<file path="src/rtl/sap_controller_if.sv">
// Bus between the SAP-1 instruction register side and the control sequencer:
// opcode in, control word / ring counter / halt flag out.
interface sap_controller_if;
  logic [3:0]  opcode;
  logic [11:0] con;
  logic [5:0]  t_state;
  logic        halt;

  modport master (
    output opcode,
    input  con,
    input  t_state,
    input  halt
  );

  modport slave (
    input  opcode,
    output con,
    output t_state,
    output halt
  );
endinterface

</file>
<file path="src/rtl/sap_controller.sv">
// SAP-1 control sequencer: six-state one-hot ring counter plus combinational
// decode of the 12-bit control word from T-state and opcode.
module sap_controller (
  input  logic           clock,
  input  logic           reset,
  sap_controller_if.slave bus
);

  typedef enum logic [5:0] {
    T1 = 6'b000001,
    T2 = 6'b000010,
    T3 = 6'b000100,
    T4 = 6'b001000,
    T5 = 6'b010000,
    T6 = 6'b100000
  } tstate_e;

  typedef enum logic [3:0] {
    OP_LDA = 4'h0,
    OP_ADD = 4'h1,
    OP_SUB = 4'h2,
    OP_OUT = 4'hE,
    OP_HLT = 4'hF
  } opcode_e;

  tstate_e state_q, state_d;
  logic    halt_q, halt_d;
  opcode_e op;

  logic cp, ep, lm_n, ce_n, li_n, ei_n, la_n, ea, su, eu, lb_n, lo_n;

  assign op = opcode_e'(bus.opcode);

  always_ff @(posedge clock or negedge reset) begin
    if (!reset) begin
      state_q <= T1;
      halt_q  <= 1'b0;
    end else begin
      state_q <= state_d;
      halt_q  <= halt_d;
    end
  end

  // HLT freezes the counter on T4 rather than advancing; only reset releases it.
  always_comb begin
    state_d = state_q;
    halt_d  = halt_q;
    if (!halt_q) begin
      case (state_q)
        T1: state_d = T2;
        T2: state_d = T3;
        T3: state_d = T4;
        T4: begin
          if (op == OP_HLT) halt_d  = 1'b1;
          else              state_d = T5;
        end
        T5: state_d = T6;
        T6: state_d = T1;
        default: state_d = T1;
      endcase
    end
  end

  always_comb begin
    cp   = 1'b0;
    ep   = 1'b0;
    lm_n = 1'b1;
    ce_n = 1'b1;
    li_n = 1'b1;
    ei_n = 1'b1;
    la_n = 1'b1;
    ea   = 1'b0;
    su   = 1'b0;
    eu   = 1'b0;
    lb_n = 1'b1;
    lo_n = 1'b1;
    if (reset && !halt_q) begin
      case (state_q)
        T1: begin
          ep   = 1'b1;
          lm_n = 1'b0;
        end
        T2: cp = 1'b1;
        T3: begin
          ce_n = 1'b0;
          li_n = 1'b0;
        end
        T4: begin
          case (op)
            OP_LDA, OP_ADD, OP_SUB: begin
              ei_n = 1'b0;
              lm_n = 1'b0;
            end
            OP_OUT: begin
              ea   = 1'b1;
              lo_n = 1'b0;
            end
            default: ;
          endcase
        end
        T5: begin
          case (op)
            OP_LDA: begin
              ce_n = 1'b0;
              la_n = 1'b0;
            end
            OP_ADD, OP_SUB: begin
              ce_n = 1'b0;
              lb_n = 1'b0;
            end
            default: ;
          endcase
        end
        T6: begin
          case (op)
            OP_ADD: begin
              eu   = 1'b1;
              la_n = 1'b0;
            end
            OP_SUB: begin
              eu   = 1'b1;
              su   = 1'b1;
              la_n = 1'b0;
            end
            default: ;
          endcase
        end
        default: ;
      endcase
    end
  end

  assign bus.con     = {cp, ep, lm_n, ce_n, li_n, ei_n, la_n, ea, su, eu, lb_n, lo_n};
  assign bus.t_state = state_q;
  assign bus.halt    = halt_q;

endmodule

</file>
<file path="src/flat_wrapper.sv">
// flat-port wrapper written by rule: the top's interface ports become plain ports
module sap_controller_flat 
  (clock, reset, bus_opcode, bus_con, bus_t_state, bus_halt);
  sap_controller_if bus_i ();
  input  logic clock;
  input  logic reset;
  input wire logic [$bits(bus_i.opcode)-1:0] bus_opcode;
  output wire logic [$bits(bus_i.con)-1:0] bus_con;
  output wire logic [$bits(bus_i.t_state)-1:0] bus_t_state;
  output wire logic [$bits(bus_i.halt)-1:0] bus_halt;
  assign bus_i.opcode = bus_opcode;
  assign bus_con = bus_i.con;
  assign bus_t_state = bus_i.t_state;
  assign bus_halt = bus_i.halt;
  sap_controller u_core (.clock(clock), .reset(reset), .bus(bus_i));
endmodule
</file>
<file path="config.mk">
export PLATFORM = sky130hd
export DESIGN_NAME = sap_controller_flat
export DESIGN_NICKNAME = d
export VERILOG_FILES = /design/src/rtl/sap_controller_if.sv /design/src/rtl/sap_controller.sv /design/src/flat_wrapper.sv
export SDC_FILE = /design/constraint.sdc
export NUM_CORES = 1
export LEC_CHECK = 0
export ABC_AREA = 1
export CORE_AREA = 2 2 41 43
export CTS_CLUSTER_DIAMETER = 60
export DETAILED_ROUTE_END_ITERATION = 6
export DIE_AREA = 0 0 43 45
export GPL_ROUTABILITY_DRIVEN = 0
export PLACE_DENSITY = 0.78
export SETUP_SLACK_MARGIN = 0.2
export SKIP_CTS_REPAIR_TIMING = 1
export SLEW_MARGIN = 5
export SYNTH_ARGS = -nofsm -noshare
export SYNTH_HDL_FRONTEND = slang
export SYNTH_SLANG_ARGS = --single-unit
</file>
<file path="constraint.sdc">
create_clock -name clock -period 3.2 [get_ports clock]
set_input_delay 0.32 -clock clock [delete_from_list [all_inputs] [get_ports clock]]
set_output_delay 0.32 -clock clock [all_outputs]
set_load 0.02 [all_outputs]
</file>
==> reports/summary.txt <==
Outcome: completed
CP arrival: 2250 ps
Asr flop ratio synth: 100%
IO Port Bufs: 24
Sw Pwr: 37.4 uW
Post-synth top area cell: dfrtp_1
RSZ-0062 raised after global routing: no
Full die area: 1940 um2
Cell depth of the worst flop-to-flop path: 6
Clock power frac: 43.3%
Row count: 14
Final Hold Viols: 0
MaxCap Viol Count: 0
Gr ovfl total: 0
Initial Util: 42.4%
Chip height: 45 um
Antenna diode count: 0
Routed wl met3: 40 um
Post-Syn Instances: 93
Initial antenna violation count: 0
Post-DP HPWL: 1.13 mm
Met1 wire length: 603 um
Top delay family on crit path: buffers and inverters
Synth Area in Simple Gates: 39.7%
Share of the synthesized area in the top cell type: 24.0%
Setup TNS: 0 ps
Top layer in use: met4
CTS tree: built
DIE WIDTH: 43 um
CTS buffer count: 3
Sw frac: 20.7%
Yosys cell types: 18
Number of remaining DRC errors: 0
Most frequent CP cell: clkdlybuf4s50_1
Leak: 0.000346 uW
Final setup fails: 0
Synthesized flop and latch total: 7
Critical-path top delay cell: clkdlybuf4s50_1
Nets@finish: 116
Vias in the first global route: 561
Synthesized cell area: 624 um2
Hold Crit Class: input port to asynchronous set/reset pin
Area growth syn-to-layout: 30.9%
Dominant synthesized flop cell: dfrtp_1
Largest net degree at the start of global routing: 14
Final ANT Viol Nets: 0
Post-synth EDFFs: 0
Multiplexer share of the synthesized area: 0%
Clock Sinks: 7
Gr usage total: 16.5%
Slew Viols, Final: 0
Skew final: 2.91 ps
Final WL: 1.38 mm
Filler instances: 146
Core Footprint: 1470 um2
Ys Warns: 0
Cell Int Power: 144 uW
Clock latency on the worst-skew pair: 250 ps
VDD IR max: 209 uV
Seq/Total Area, Yosys: 28.3%
Vias per Instance: 4.74
Slew Limit Headroom: 78.3%
Post-route minimum period: 2570 ps
Metal2 WL: 701 um
Sequential share of power: 49.0%
Worst setup EP type: primary output
Buf+Inv Stages, Crit Path: 4
FMAX: 0.390 GHz
Power density over the cells: 222 nW/um2
Required time of the critical path: 2880 ps
Synth area leaders: dfrtp_1 24%, buf_4 14%, nand2_1 13%
Reg clk slew, reported paths: 50 ps
Routed len/inst: 11.1 um
Max clock buf depth: 2
Compound-Gate Fraction of Synth Area: 7.41%
Fraction of layout cells with a size suffix above 1: 11.9%
First-pass detailed-route iteration total: 4
WHS: 350 ps
Syn Nets: 99
R2r endpoint: u_core.bus.t_state[0]
CP max stage delay: 670 ps
IO Pins: 25
CTS H-tree depth: 1
Worst-path cell chain: clkdlybuf4s50_1 -> buf_4 -> nand2_1 -> inv_1 -> nand3_1 -> nor3b_1 -> clkdlybuf4s50_1
Worst setup SP type: input port
Vias: 593
Post-synthesis adder-cell area fraction: 0%
Internal reg-to-reg setup slack: 1820 ps
Comb pwr share: 7.7%
Setup CP Type: input port to primary output
Largest family of logic cells by synthesized area: simple AND/OR/NAND/NOR gates
Slew @ Worst Pin: 324 ps
Initial DRC count: 12
Reg-to-reg startpoint: u_core.bus.t_state[5]
Clock root buffer: clkbuf_4
Syn_area_per_cell: 6.71 um2
Worst-path fanout max: 8
XOR/XNOR Fraction of Synth Area: 0%
Tcrit/Tclk final: 80.2%
First-pass GRT wire length: 2.31 mm
state kept, by name, indices dropped and copies added, names as in the netlist:
| name | count |
|---|---|
| u_core.bus.t_state | 6 |
| u_core.bus.halt | 1 |
area by class of cell:
cell class / instances / area (um2) / share of cell area, %
clock buffer: 4 / 26.3 / 3.22
inverter: 14 / 52.6 / 6.43
multi-input combinational: 59 / 294 / 36.0
sequential: 7 / 176 / 21.6
tap: 16 / 20.0 / 2.45
timing repair buffer: 25 / 248 / 30.3
synthesized netlist by cell type (2+ instances only):
| cell | number |
|---|---|
| buf_4 | 12 |
| dfrtp_1 | 6 |
| inv_1 | 10 |
| inv_2 | 3 |
| nand2_1 | 22 |
| nand3_1 | 9 |
| nand4_1 | 2 |
| nor2_1 | 13 |
| nor2_4 | 2 |
| o21ai_1 | 6 |
layout by cell type (no fill, tap or decap):
cell type | Yosys | final
clkbuf_1 | 0 | 1
inv_2 | 3 | 3
nor2_4 | 2 | 2
nor2_2 | 1 | 1
nand4_1 | 2 | 2
nor3b_1 | 1 | 1
clkinv_1 | 1 | 1
nor3_1 | 1 | 1
nand3_4 | 1 | 1
nand2_1 | 22 | 22
nor2_1 | 13 | 13
o21ai_1 | 6 | 6
buf_4 | 12 | 1
clkdlybuf4s50_1 | 0 | 24
dfrtp_1 | 6 | 6
inv_1 | 10 | 10
clkbuf_4 | 0 | 3
nand3_1 | 9 | 9
dfstp_2 | 1 | 1
o21ai_4 | 1 | 1
metrics by stage:
step           total power, uW  cell area, um2  instances  utilization, %  setup slack, ps
4_1_cts                    185             817        125            55.5              609
2_1_floorplan             93.4             624         93               -             1650
6_report                   181             817        125            55.5              633
3_5_place_dp               104             791        121            53.7              612
3_3_place_gp               104             791        121            53.7              756
5_1_grt                    190             817        125            55.5              477
worst max-delay path by stage:
stage                                from    endpoint  slack, ps  cells after the start
finish                              reset  bus_con[3]        630                      7
global route                        reset  bus_con[3]        480                      7
CTS                                 reset  bus_con[3]        610                      7
detailed placement                  reset  bus_con[3]        610                      7
global placement                    reset  bus_con[4]        760                      7
floorplan           u_core.bus.t_state[5]  bus_con[0]       1650                      5
power by group through the flow:
stage | registers [uW] | logic (uW) | clock network (uW)
5_1_grt | 88.6 | 15.2 | 86.2
2_1_floorplan | 90.2 | 3.19 | 0
3_3_place_gp | 90.1 | 13.5 | 0
6_report | 88.7 | 13.9 | 78.4
4_1_cts | 88.7 | 14.0 | 82.0
3_5_place_dp | 90.1 | 14.0 | 0
layer usage:
| metal | vias up | GRT usage, % |
|---|---|---|
| li1 | 313 | - |
| met1 | 262 | 20.1 |
| met2 | 14 | 28.2 |
| met3 | 4 | 0 |
| met4 | 0 | 12.7 |
| met5 | - | 0 |
logic make-up after synthesis:
group                  after synthesis
AND/OR/NAND/NOR                     52
flip-flops                           7
AO/OA/AOI/OAI                        7
buffers and inverters               27
Power figures use the tool's default switching activity.
